<file path="src/rtl/alu_check.sv">
// Passive response checker for the 8-bit ALU. It aligns a golden result with the ALU
// output through a LAT-deep valid pipeline and keeps saturating pass/fail statistics.
module alu_check #(
  parameter int LAT   = 1,
  parameter int CNT_W = 16
) (
  input  logic             ck,
  input  logic             rst,
  input  logic             in_valid,
  input  logic [7:0]       a,
  input  logic [7:0]       b,
  input  logic [3:0]       ctr,
  input  logic [7:0]       o,
  input  logic             clear,
  output logic [CNT_W-1:0] check_cnt,
  output logic [CNT_W-1:0] err_cnt,
  output logic             err,
  output logic [35:0]      fail_info
);

  typedef struct packed {
    logic       vld;
    logic [3:0] ctr;
    logic [7:0] a;
    logic [7:0] b;
    logic [7:0] exp;
  } entry_t;

  entry_t [LAT-1:0] pipe_q, pipe_d;
  logic [CNT_W-1:0] check_cnt_q, check_cnt_d;
  logic [CNT_W-1:0] err_cnt_q, err_cnt_d;
  logic             err_q, err_d;
  logic [35:0]      fail_info_q, fail_info_d;

  entry_t tail;
  logic   cmp_en;
  logic   mismatch;

  function automatic logic [7:0] golden(input logic [3:0] op, input logic [7:0] x,
                                        input logic [7:0] y);
    logic [7:0] r;
    case (op)
      4'h0:    r = x + y;
      4'h1:    r = x - y;
      4'h2:    r = x & y;
      4'h3:    r = x | y;
      4'h4:    r = x ^ y;
      4'h5:    r = ~(x | y);
      4'h6:    r = {x[6:0], 1'b0};
      4'h7:    r = {1'b0, x[7:1]};
      4'h8:    r = {x[6:0], x[7]};
      4'h9:    r = {x[0], x[7:1]};
      4'hA:    r = x + 8'd1;
      4'hB:    r = x - 8'd1;
      4'hC:    r = x;
      4'hD:    r = y;
      4'hE:    r = (x < y) ? 8'h01 : 8'h00;
      default: r = (x == y) ? 8'h01 : 8'h00;
    endcase
    return r;
  endfunction

  // Stage 0 captures the incoming operation; clear drops everything in flight, including it.
  always_comb begin
    pipe_d          = pipe_q;
    pipe_d[0].vld   = in_valid;
    pipe_d[0].ctr   = ctr;
    pipe_d[0].a     = a;
    pipe_d[0].b     = b;
    pipe_d[0].exp   = golden(ctr, a, b);
    for (int i = 1; i < LAT; i++) begin
      pipe_d[i] = pipe_q[i-1];
    end
    if (clear) begin
      for (int i = 0; i < LAT; i++) begin
        pipe_d[i].vld = 1'b0;
      end
    end
  end

  assign tail     = pipe_q[LAT-1];
  assign cmp_en   = tail.vld;
  assign mismatch = tail.vld && (tail.exp != o);

  always_comb begin
    check_cnt_d = check_cnt_q;
    err_cnt_d   = err_cnt_q;
    err_d       = err_q;
    fail_info_d = fail_info_q;
    if (clear) begin
      check_cnt_d = '0;
      err_cnt_d   = '0;
      err_d       = 1'b0;
      fail_info_d = '0;
    end else begin
      if (cmp_en && (check_cnt_q != '1)) check_cnt_d = check_cnt_q + CNT_W'(1);
      if (mismatch && (err_cnt_q != '1)) err_cnt_d = err_cnt_q + CNT_W'(1);
      if (mismatch) err_d = 1'b1;
      // Only the first failure is captured; later ones just bump the counter.
      if (mismatch && !err_q) fail_info_d = {tail.ctr, tail.a, tail.b, tail.exp, o};
    end
  end

  always_ff @(posedge ck or posedge rst) begin
    if (rst) begin
      pipe_q      <= '0;
      check_cnt_q <= '0;
      err_cnt_q   <= '0;
      err_q       <= 1'b0;
      fail_info_q <= '0;
    end else begin
      pipe_q      <= pipe_d;
      check_cnt_q <= check_cnt_d;
      err_cnt_q   <= err_cnt_d;
      err_q       <= err_d;
      fail_info_q <= fail_info_d;
    end
  end

  assign check_cnt = check_cnt_q;
  assign err_cnt   = err_cnt_q;
  assign err       = err_q;
  assign fail_info = fail_info_q;

endmodule

</file>
<file path="config.mk">
export PLATFORM = sky130hd
export DESIGN_NAME = alu_check
export DESIGN_NICKNAME = d
export VERILOG_FILES = /design/src/rtl/alu_check.sv
export SDC_FILE = /design/constraint.sdc
export NUM_CORES = 1
export LEC_CHECK = 0
export ABC_CLOCK_PERIOD_IN_PS = 5500
export BUFFER_PORTS_ARGS = -buffer_cell sky130_fd_sc_hd__buf_2
export CAP_MARGIN = 30
export CORE_MARGIN = 2
export CORE_UTILIZATION = 61
export CTS_CLUSTER_DIAMETER = 60
export DETAILED_ROUTE_END_ITERATION = 6
export GPL_ROUTABILITY_DRIVEN = 0
export PLACE_DENSITY = 0.86
export REMOVE_ABC_BUFFERS = 1
export SKIP_LAST_GASP = 1
export SLEW_MARGIN = 10
export SYNTH_ARGS = -nofsm -noshare
export SYNTH_HDL_FRONTEND = slang
export SYNTH_SLANG_ARGS = --single-unit
</file>
<file path="constraint.sdc">
create_clock -name ck -period 5.5 [get_ports ck]
set_input_delay 0.825 -clock ck [delete_from_list [all_inputs] [get_ports ck]]
set_output_delay 0.825 -clock ck [all_outputs]
set_load 0.1 [all_outputs]
</file>
==> results.toml <==
[run_status]
outcome = "completed"

[critical_path]
cpMaxStageDelayCell = "buf_2"
criticalPathCategory = "input port to flop"
path_max_fanout = 34
end_kind = "flop"
rrSetupSlack_ns = 3.15
worst_ep_required_time_ns = 5.73
crit_chain = "buf_2, nand4b_1, o21a_1, fa_1, nor2b_1, o21ai_1, nand2b_1, xnor2_1, o22ai_1, or3_1"
cp.buffers_inverters = 1
slowest_delay_ns = 0.51
crit_family = "simple AND/OR/NAND/NOR gates"
critPathArrivalTime_ns = 3.43
start_kind = "input port"

[placement]
port_buffers = 100
hpwlAfterDp_um = 10100
dp_slack_ns = 2.01

[yosys]
synth_edf_count = 0
synth_top_area_cell = "dfrtp_1"
ys_seq_area_frac = 0.427
ys_warn_count = 0
synth.top_cell.area_share = 0.427
synthArstFlopShare = 1.00
synth-seq-cells = 98
synth_area_leaders = "dfrtp_1 (43%), ha_1 (7.6%), nand2_1 (6.5%)"
synth_cell_types = 63
syn_area_per_cell_um2 = 9.02
netlist_instances = 636
ys.flop_type = "dfrtp_1"
synth_area_um2 = 5740

[power]
power_frac_comb = 0.249
ir_drop_uv = 136
clockPowerShare = 0.277
swShare = 0.340
power_switching_uw = 553
p_per_area_nw_per_um2 = 252
internal-power_mw = 1.08
leakage_nw = 3.10
p_seq_frac = 0.474

[timing]
clock_skew_ns = 0.0102
hold_violations = 0
clock.fmax_mhz = 313
period_share = 0.581
setup_viol = 0
tightest_slew_ns = 0.712
worst_slack_ns = 2.30
slew_violations = 0
slew_headroom = 0.525
rsz0062_at_grt = "false"
layout_min_cycle_time_ns = 3.20
fin_tns_setup_ns = 0

[cts]
cts_tree = "done"
cts-buffers-inserted = 9
hold_buffers = 0
htreeDepth = 3
post_cts_buffers = 0
clockRootBuffer = "clkbuf_8"
worstSkewPairLatency_ns = 0.36
clkTransAtPathRegs_ns = 0.09
cts_sinks = 98
cts_resized = 0
clock_path_buffers = 2

[routing]
drc = 0
ant_nets = 0
dr.pass1.iters = 5
drtIter0Drc = 366
vias = 5012
routed_via_density = 6.00
wl_um = 14300
routedWlPerCell_um = 17.2

[floorplan]
num_rows = 35
io_pins = 101
core_um2 = 9200
die_w_um = 101
start_util = 0.624
die_area_um2 = 10200
die_h_um = 101

[flow_run]
drv_cap = 0

[cells_and_area]
n_antenna_cell = 0
nNetsFinal = 788
area.growth.synth_to_final_pct = 12.5
layout-drive-gt1-share = 0.171

[grt]
grt_max_degree = 72
grt_pass1_wl_um = 22400
grtUsageTotal = 0.277
grt_pass1_vias = 4641
antenna_found_initial = 0
grt_overflow_total = 0

[worst_hold_path]
hold_path.class = "flop to flop"
-- power groups by stage --
stage | Clock (mW) | Combinational [mW] | Sequential, mW
finish | 0.452 | 0.405 | 0.772
global route | 0.494 | 0.432 | 0.776
CTS | 0.460 | 0.400 | 0.772
detailed placement | 0 | 0.398 | 0.786
global placement | 0 | 0.385 | 0.785
floorplan | 0 | 0.176 | 0.893
-- routing by layer --
metal  GRT usage  share of wire
met3      0.0520          0.079
met2       0.424           0.46
met4       0.116          0.030
met1       0.391           0.43
met5           0              0
-- worst register-to-register path, cell delays in order (launching register included) --
cell and delay (ns):
dfrtp_1 0.40, xnor2_1 0.18, nand4_1 0.15, o21a_1 0.37, nand2b_1 0.52, buf_4 0.37, nand2_1 0.10, a21oi_1 0.18
-- metrics by stage --
stage               std cells  power, mW   util  cell area (um2)  hold WS, ns
floorplan                 604       1.07      -             5590        0.472
CTS                       835       1.63  0.702             6450        0.500
global route              835       1.70  0.702             6450        0.516
global placement          819       1.17  0.681             6260        0.483
detailed placement        819       1.18  0.681             6260        0.487
finish                    835       1.63  0.702             6450        0.500
-- kinds of logic after synthesis --
| kind of cell | share of synthesized area |
|---|---|
| adder cells (fa/ha/maj) | 0.0833 |
| flip-flops | 0.427 |
| AO/OA/AOI/OAI | 0.149 |
| XOR/XNOR | 0.0702 |
| multiplexers | 0.0194 |
| buffers and inverters | 0.0432 |
| AND/OR/NAND/NOR | 0.207 |
-- area by class of cell --
type / count / area, um2
Sequential cell: 98 / 2450
Inverter: 27 / 104
Clock inverter: 4 / 52.6
Timing Repair Buffer: 104 / 531
Tap cell: 111 / 139
Fill cell: 707 / 2740
Multi-Input combinational cell: 479 / 3040
Clock buffer: 12 / 135
-- final timing paths --
path	endpoint	startpoint	depth (start not counted)
max	pipe_q[4]	ctr[0]	10
min	fail_info[25]	pipe_q[17]	2
max reg2reg	fail_info[7]	pipe_q[4]	7
min reg2reg	fail_info[25]	pipe_q[17]	2
max in group asynchronous	fail_info[18]	rst	3
min in group asynchronous	fail_info[3]	rst	2
-- layout by cell type, fill, tap and decap left out, types with 5 or more instances in the layout --
cell type  netlist  layout
nand2_1        100     100
buf_2           15     100
dfrtp_1         98      98
a21oi_1         57      57
nor2_1          50      49
ha_1            35      35
inv_1           27      26
xor2_1          24      24
xnor2_1         22      22
o21ai_0         19      19
nand4_1         17      17
nand3_1         17      17
and3_1          10      10
mux2i_1         10      10
nand2b_1         9       9
nor2b_1          9       9
clkbuf_8         0       9
or3_1            8       8
o21ai_1          8       8
nor3_1           8       8
o22ai_1          8       8
a22oi_1          6       6
and4_1           5       5
-- sequential cells by signal (all words and copies together), names as in the netlist --
| signal | cells |
|---|---|
| check_cnt | 16 |
| fail_info | 36 |
| err | 1 |
| cmp_en | 1 |
| pipe_q | 28 |
| err_cnt | 16 |
-- cell usage after synthesis (13+ instances only) --
| cell | number |
|---|---|
| nand2_1 | 100 |
| dfrtp_1 | 98 |
| a21oi_1 | 57 |
| nor2_1 | 50 |
| ha_1 | 35 |
| inv_1 | 27 |
| xor2_1 | 24 |
| xnor2_1 | 22 |
| o21ai_0 | 19 |
| nand3_1 | 17 |
| nand4_1 | 17 |
| buf_2 | 15 |
| clkbuf_1 | 13 |
Note: power is estimated with default switching activity, not from simulation.
